===== config.mk =====
export PLATFORM = sky130hd
export DESIGN_NAME = seg_scan_ctrl
export DESIGN_NICKNAME = d
export VERILOG_FILES = /design/src/rtl/seg_scan_ctrl.sv
export SDC_FILE = /design/constraint.sdc
export NUM_CORES = 1
export LEC_CHECK = 0
export CAP_MARGIN = 25
export CORE_MARGIN = 3
export CORE_UTILIZATION = 55
export CTS_CLUSTER_DIAMETER = 40
export DETAILED_ROUTE_END_ITERATION = 7
export DONT_BUFFER_PORTS = 1
export PLACE_DENSITY = 0.7
export SLEW_MARGIN = 10
export SYNTH_ARGS = -nofsm -noshare
export SYNTH_HDL_FRONTEND = slang
export SYNTH_SLANG_ARGS = --single-unit

===== constraint.sdc =====
create_clock -name clk -period 8.5 [get_ports clk]
set_input_delay 0.425 -clock clk [delete_from_list [all_inputs] [get_ports clk]]
set_output_delay 0.425 -clock clk [all_outputs]
set_load 0.005 [all_outputs]

===== src/rtl/seg_scan_ctrl.sv =====
// seg_scan_ctrl: scan controller for an eight-digit seven-segment decoder.
// Holds a 32-bit value (eight hex nibbles) and steps the digit select 0..7,
// spending CLK_DIV cycles on each digit. New values are double-buffered and
// swapped only when the scan wraps, so a frame is never torn.
//
// Ports:
//   clk          system clock, rising edge
//   rst_n        asynchronous active-low reset
//   load         strobe: capture data_in into the pending buffer
//   data_in      value to display; nibble k is shown on digit k
//   digit_en     per-digit enable; bit k low blanks digit k
//   num          nibble for the current digit (registered)
//   sel          current digit index (registered)
//   blank        current digit disabled (registered)
//   frame_start  one-cycle pulse when sel wraps to 0
//   update_ack   one-cycle pulse when the pending value becomes displayed
module seg_scan_ctrl #(
    parameter int unsigned CLK_DIV = 100000
) (
    input  logic        clk,
    input  logic        rst_n,
    input  logic        load,
    input  logic [31:0] data_in,
    input  logic [7:0]  digit_en,
    output logic [3:0]  num,
    output logic [2:0]  sel,
    output logic        blank,
    output logic        frame_start,
    output logic        update_ack
);

    localparam int unsigned CNT_W  = (CLK_DIV > 1) ? $clog2(CLK_DIV) : 1;
    localparam int unsigned DATA_W = 32;
    localparam int unsigned SEL_W  = 3;

    logic [CNT_W-1:0]  r_cnt;
    logic [DATA_W-1:0] r_disp;
    logic [DATA_W-1:0] r_pend;
    logic              r_pend_valid;
    logic [3:0]        r_num;
    logic [SEL_W-1:0]  r_sel;
    logic              r_blank;
    logic              r_frame_start;
    logic              r_update_ack;

    logic              w_tick;
    logic              w_wrap;
    logic              w_swap;
    logic [SEL_W-1:0]  w_sel_next;
    logic [DATA_W-1:0] w_disp_src;

    // Slot timing and frame-boundary decode
    always_comb begin
        w_tick     = (r_cnt == CNT_W'(CLK_DIV - 1));
        w_sel_next = r_sel + SEL_W'(1);
        w_wrap     = w_tick && (r_sel == SEL_W'(7));
        w_swap     = w_wrap && r_pend_valid;
        // On a swap digit 0 is taken from the pending value so it shows at once
        w_disp_src = w_swap ? r_pend : r_disp;
    end

    // Prescaler
    always_ff @(posedge clk or negedge rst_n) begin
        if (!rst_n) begin
            r_cnt <= '0;
        end else if (w_tick) begin
            r_cnt <= '0;
        end else begin
            r_cnt <= r_cnt + CNT_W'(1);
        end
    end

    // Pending/display buffers; a load on the swap cycle stays pending
    always_ff @(posedge clk or negedge rst_n) begin
        if (!rst_n) begin
            r_disp       <= '0;
            r_pend       <= '0;
            r_pend_valid <= 1'b0;
        end else begin
            if (w_swap) begin
                r_disp <= r_pend;
            end
            if (load) begin
                r_pend       <= data_in;
                r_pend_valid <= 1'b1;
            end else if (w_swap) begin
                r_pend_valid <= 1'b0;
            end
        end
    end

    // Scan outputs, updated only on slot ticks
    always_ff @(posedge clk or negedge rst_n) begin
        if (!rst_n) begin
            r_sel         <= '0;
            r_num         <= '0;
            r_blank       <= 1'b1;
            r_frame_start <= 1'b0;
            r_update_ack  <= 1'b0;
        end else begin
            r_frame_start <= w_wrap;
            r_update_ack  <= w_swap;
            if (w_tick) begin
                r_sel   <= w_sel_next;
                r_num   <= w_disp_src[{w_sel_next, 2'b00} +: 4];
                r_blank <= ~digit_en[w_sel_next];
            end
        end
    end

    assign num         = r_num;
    assign sel         = r_sel;
    assign blank       = r_blank;
    assign frame_start = r_frame_start;
    assign update_ack  = r_update_ack;

endmodule

# Word level (Yosys, flattened, before mapping)
# Cells that the tools add are included.
# totals
rom_bits,0
regBits,92
ram_bits,0
word_cells,25
latchBits,0
mem_count,0
# classes
div,0
bitwise,1
reduce_logical,3
n_mul,0
shift,1
addsub,2
n_eq_ne,2
order_cmp,1
n_mux,6
# op_table
operator,n
$mux 32,1
$shiftx 32x6->4,1
$add 17x1->17 const B,1
$eq 17x17->1 const B,1
$mux 17,1
$lt 3x4->1 const B,1
$add 3x1->3 const B,1
$bmux 1 s3,1
$eq 3x3->1 const B,1
$mux 1,3
$logic_and 1x1->1,2
$reduce_bool 2->1,1
$not 1->1,1

# Longest topological paths before layout
# Gate-level depths: netlist (run 1).
# logic_depth
depth_word,5
mapped_depth,9
depth_no_buf,7

# Worst setup path before layout (run 1)
# OpenSTA, ideal clock, no wires.
# synth_timing
kind,reg-to-reg
from,register r_cnt[5]
to,"register r_num[0], in the netlist num[0]"
stages_incl_launch_ff,9
required_time_ns,8.376
arrival_ns,2.987
path_slack_ns,5.389
n_path_buf,2
setup_ns,0.124
cell_sequence,dfrtp_1 -> or4b_4 -> or4_4 -> buf_6 -> nor2_8 -> buf_8 -> mux2_2 -> mux4_2 -> a211o_1
# synth_via
elab_chain_len,5
# synth_rtl
item,line_no,text
"start, declared",36,logic [CNT_W-1:0] r_cnt;
"start signal, assigned",69,r_cnt <= r_cnt + CNT_W'(1);
$eq 17x17->1,54,w_tick = (r_cnt == CNT_W'(CLK_DIV - 1));
$logic_and 1x1->1,56,w_wrap = w_tick && (r_sel == SEL_W'(7));
$logic_and 1x1->1,57,w_swap = w_wrap && r_pend_valid;
$mux 32,--,
net w_disp_src[0],50,logic [DATA_W-1:0] w_disp_src;
$shiftx 32x6->4,105,"r_num <= w_disp_src[{w_sel_next, 2'b00} +: 4];"
"end signal, assigned",105,
"end, declared",40,logic [3:0] r_num;
# The timed path passes the listed nets, and every way through them passes these cells.
# A chain may end at the register's enable or synchronous reset.

# Final worst setup path (run 1)
# layout_timing
from,register r_cnt[5]
to,"register r_num[3], in the netlist num[3]"
# The elaborated chain is that of the path after synthesis.

==> results of run 1 <==
worst max-delay path: stages, from the launching register on:
cell,delay [ns]
dfrtp_1,0.45
or4b_4,0.58
or4_4,0.67
nor2_8,0.50
mux2_2,0.41
mux4_2,0.47
a221o_1,0.32
metal layers:
metal / global-route usage, % / vias to the layer above / part of all wire, %
li1: - / 1134 / -
met5: 0 / - / 0
met1: 25.7 / 1212 / 45
met2: 28.0 / 56 / 48
met4: 5.62 / 0 / 1.3
met3: 6.26 / 9 / 5.6
worst min-delay path by stage:
stage	startpoint	to	slack (ns)	depth (start not counted)
final	load	r_pend_valid	0.18	1
after detailed placement	rst_n	r_pend[9]	0.13	0
after CTS	load	r_pend_valid	0.15	1
after global placement	rst_n	r_pend[9]	0.13	0
after floorplan	rst_n	frame_start	0.13	0
after global routing	load	r_pend_valid	0.15	1
final cells by class:
type | count | area share [%]
well taps | 99 | 2.78
flip-flops and latches | 92 | 51.7
repair buffers | 4 | 1.18
clock buffers | 11 | 3.17
clock inverters | 4 | 1.66
inverters | 2 | 0.169
multi-input cells | 209 | 39.3
cell usage after synthesis, types with 2 or more instances:
library cell   n
mux4_2         5
nand4_1        4
nor4_1         2
a21oi_1        5
buf_1          2
a22oi_1        8
ha_1           3
clkbuf_1      10
buf_6          2
mux2_2        58
nand3_1        5
nor2b_1        4
a211o_1        3
o21ai_0       11
xnor2_1        5
nand2_1       29
mux2_1         7
inv_1          2
and3_1         3
dfrtp_1       91
a211oi_1       8
nor2_1         9
nand2b_1      16
xor2_1        10
power groups by stage:
| stage | Clock, mW | Combinational, mW | Sequential (mW) |
|---|---|---|---|
| 4_1_cts | 0.325 | 0.0307 | 0.464 |
| 3_3_place_gp | 0 | 0.0195 | 0.472 |
| 2_1_floorplan | 0 | 0.0211 | 0.467 |
| 6_report | 0.317 | 0.0296 | 0.463 |
| 5_1_grt | 0.345 | 0.0342 | 0.466 |
| 3_5_place_dp | 0 | 0.0200 | 0.472 |
what timing repair did:
item	in CTS	in global routing
hold buffers	2	0
gates resized for setup	0	0
endpoints found under the hold margin	92	0
metrics by stage:
stage                     setup WS [ns]  instances  power, mW  hold WS (ns)  cell area (um^2)
final                              4.97        421      0.810         0.177              4450
after global routing               4.87        421      0.844         0.155              4450
after CTS                          4.96        421      0.820         0.153              4450
after detailed placement           4.96        404      0.492         0.133              4200
after global placement             5.04        404      0.491         0.132              4200
after floorplan                    5.39        319      0.488         0.129              4140
state kept, by name (all words and copies together) (netlist names):
name / count
frame_start: 1
blank: 1
num: 4
sel: 3
r_pend: 32
update_ack: 1
r_cnt: 17
r_disp: 32
r_pend_valid: 1
kinds of logic after synthesis:
| family | Yosys count | share of synthesized area [%] |
|---|---|---|
| DFF | 92 | 55.6 |
| and+or+nand+nor | 83 | 11.1 |
| xor gates and xnor gates | 15 | 3.17 |
| AOI/OAI and AO/OA | 37 | 5.89 |
| muxes | 71 | 21.0 |
| adders and majority gates | 3 | 0.906 |
| buffers and inverters | 18 | 2.29 |
==> impl_metrics.toml, run 1 <==
[outcome]
status = "complete, no violations"

[pwr]
p_clk_share_pct = 39.1
leakage_nw = 2.06
p_int_mw = 0.642
switching_share_pct = 20.7
peakVddDrop_uv = 127
p_per_area_nw_per_um2 = 182
power_frac_comb_pct = 3.7
power.switching_mw = 0.168
pwr-share-seq_pct = 57.2

[global_routing]
grt_pass1_wl_mm = 12.4
grt_start_max_net_pins = 93
antenna_found_initial = 0
grt_pass1_vias = 2491
grt.total_usage_pct = 18.6
grt_overflow = 0

[worst_setup_path]
start_kind = "register"
startpoint = "r_cnt[5]"
reg2reg_slack_ns = 4.97
crit_path_end = "num[3]"
reg2reg_depth = 6
worst-path-max-fanout = 33
required_ns = 8.74
reg2reg_from = "r_cnt[5]"
reg2reg_to = "num[3]"
cp.arrival_ns = 3.77
crit_path_end_kind = "register"
worstSetupPathType = "register to register"

[drt]
routed_wirelength_mm = 7.41
viasPerCell = 5.73
wl_per_cell_um = 17.6
antenna_left = 0
dr.pass1.iters = 4
drc_errors = 0
first_iter_violations = 60
vias = 2411

[yosys]
synth_seq_cells = 92
async_flop_share_pct = 100
synth_edf_count = 0
netlist_top_cells_area = "dfrtp_1 (55%), mux2_2 (16%), mux4_2 (2.7%), nand2_1 (2.6%), nand2b_1 (2.4%)"
synth_top_area_share_pct = 55.0
syn-instance-count = 319
synth_cell_types = 41
syn_avg_cell_area_um2 = 13.0
netlist_area_um2 = 4140
yosysTopAreaCell = "dfrtp_1"
ys_warn_count = 0
yosysSeqAreaShare_pct = 55.6
ys.flop_type = "dfrtp_1"
synth_nets = 365

[clock_network]
numCtsBuffers = 9
clock_latency_ns = 0.35
cts_buffer_depth = 2
clkTransAtPathRegs_ns = 0.09
h-tree-depth = 3
post_cts_buffers = 0
cts_tree = "built"
cts_root_buf = "clkbuf_8"
clock_sinks = 92

[timing]
rsz0062_at_grt = "false"
fmax_mhz = 283
min_period_ns = 3.53
maxSlewViolCount = 0
worstMarginPinSlew_ns = 1.04
fin_crit_sh_pct = 41.5
final.setup.tns_ns = 0
fin_skew_ns = 0.00830
slew_headroom_pct = 30.2
setup_violations = 0
finalHoldViolations = 0

[die]
die_h_um = 92.8
start_util_pct = 56.8
core_area_um2 = 7290
pin_count = 53
std_cell_rows = 31
dieArea_um2 = 8610
die_x_um = 92.8

[place]
dp_hpwl_mm = 5.03
port-buffer-count = 0
place_congestion = 0.822

[cells_and_area]
fillers = 621
synthToLayoutAreaGrowth_pct = 7.49
nNetsFinal = 364
drive_gt1_share_pct = 26.7
fin_util_pct = 61.1
final_common_cell = "dfrtp_1"
seqCellArea_um2 = 2300
multi_input_area_um2 = 1750
final_cell_mix = "dfrtp_1 (91), mux2_2 (58), nand2_1 (29), nand2b_1 (16), o21ai_0 (11)"
antenna_cells = 0

[worst_hold_path]
hp-class = "primary input to register"

[flow_run]
cap_violations = 0
Note: power is estimated with default switching activity, not from simulation.
==> run 2, diff against run 1 <==
Clock period 8.5 ns to 3.4 ns, I/O delays scaled along.
==> impl_metrics.toml, run 2 (same netlist as run 1, synthesis figures left out) <==
[outcome]
status = "complete, no violations"

[worst_setup_path]
critPathBufInv = 0
crit_chain = "or4b_4 -> or4_4 -> nor2_8 -> mux2_2 -> mux4_2 -> a211o_1"
required_ns = 3.65
start_kind = "register"
worst-path-max-fanout = 18
max_stage_delay_ns = 0.58
crit_path_end_kind = "register"
cp.arrival_ns = 3.45
cp_slowest_cell = "or4b_4"
reg2reg_from = "r_cnt[5]"
worstSetupPathType = "register to register"
reg2reg_slack_ns = 0.19
crit_family = "simple AND/OR/NAND/NOR gates"
startpoint = "r_cnt[5]"

[place]
dp_hpwl_mm = 5.12
port-buffer-count = 0
post_dp_cell_area_um2 = 4230
place_congestion = 0.832

[flow_run]
cap_violations = 0

[pwr]
peakVddDrop_uv = 394
p_per_area_nw_per_um2 = 429
leakage_nw = 2.23
total_power_mw = 2.08

[timing]
min_period_ns = 3.21
worstMarginPinSlew_ns = 0.897
final.setup.tns_ns = 0
fmax_mhz = 312
finalHoldViolations = 0
maxSlewViolCount = 0
slew_headroom_pct = 39.7
fin_crit_sh_pct = 94.3
fin_skew_ns = 0.00943
setup_violations = 0
hold_slack_ns = 0.158
rsz0062_at_grt = "false"

[clock_network]
numCtsBuffers = 9
clock_latency_ns = 0.36
h-tree-depth = 3
clkTransAtPathRegs_ns = 0.09
cts_root_buf = "clkbuf_8"
post_cts_buffers = 0
cts_resized = 0
cts_buffer_depth = 2
clock_sinks = 92
cts_tree = "built"

[cells_and_area]
antenna_cells = 0
synthToLayoutAreaGrowth_pct = 16.7
fin_util_pct = 66.3
nNetsFinal = 401
reg.largest.list = "r_disp (32), r_pend (32), r_cnt (17)"
final_common_cell = "dfrtp_1"
design_area_um2 = 4840
drive_gt1_share_pct = 25.6
final_cell_mix = "dfrtp_1 (91), mux2_2 (58), dlygate4sd3_1 (33), nand2_1 (29), nand2b_1 (16)"

[global_routing]
grt.total_usage_pct = 20.9
antenna_found_initial = 0
grt_pass1_vias = 2703
grt_start_max_net_pins = 93
grt_overflow = 0
grt_pass1_wl_mm = 13.8

[die]
start_util_pct = 56.8
dieArea_um2 = 8610
die_x_um = 92.8
core_area_um2 = 7290
pin_count = 53
die_h_um = 92.8
std_cell_rows = 31

[drt]
viasPerCell = 5.51
dr.pass1.iters = 4
drc_errors = 0
vias = 2531
antenna_left = 0
wl_per_cell_um = 17.4
first_iter_violations = 88
routed_wirelength_mm = 7.97

[worst_hold_path]
min-delay-start = "load"
hp-class = "primary input to register"
run 2: cell count changes in the layout (fill, tap and decap cells not counted):
cell | before | now
dlygate4sd3_1 | 1 | 33
buf_4 | 2 | 6
buf_12 | 0 | 1
clkinv_2 | 1 | 0
clkinv_4 | 1 | 2
clkinvlp_4 | 0 | 1
run 2: final cells by class:
class | count | area (um^2)
well taps | 99 | 124
inverters | 2 | 7.51
clock inverters | 5 | 85.1
clock buffers | 11 | 141
fillers | 572 | 2460
flip-flops and latches | 92 | 2300
repair buffers | 41 | 423
multi-input cells | 209 | 1750
run 2: report_power, final:
part           switching (mW)  leakage [nW]  total [mW]  internal, mW
clock                   0.368         0.110       0.804         0.437
combinational          0.0451         0.926       0.114        0.0688
sequential             0.0258          1.19        1.16          1.13
run 2: worst paths after layout:
path                                endpoint  cells past startpoint
worst max register to register        num[1]                      6
worst min-delay path            r_pend_valid                      2
max in group asynchronous              blank                      2
worst min register to register      r_cnt[0]                      1
worst max-delay path                  num[1]                      6
min in group asynchronous          r_pend[9]                      2
run 2: worst register-to-register path, delay by kind of cell (launching register included):
kind | cells | cell delay, ns
multiplexers | 2 | 0.88
AND/OR/NAND/NOR | 3 | 1.47
flip-flops | 1 | 0.44
AO/OA/AOI/OAI | 1 | 0.31
run 2: stage by stage:
stage | std cells | setup slack [ns]
after detailed placement | 408 | 0.189
after floorplan | 319 | 0.289
after global routing | 459 | 0.0833
final | 459 | 0.193
after CTS | 459 | 0.183
after global placement | 408 | 0.241
run 2: timing repair:
item	4_1_cts	5_1_grt
hold buffers	35	0
setup endpoints to repair	0	0
endpoints found under the hold margin	125	0
run 2: routing by layer:
| metal | global-route usage (%) | routed length, um | vias up |
|---|---|---|---|
| met5 | 0 | 0 | - |
| met3 | 6.50 | 448 | 12 |
| met2 | 34.6 | 3920 | 54 |
| met1 | 26.3 | 3460 | 1259 |
| li1 | - | - | 1206 |
| met4 | 6.11 | 144 | 0 |
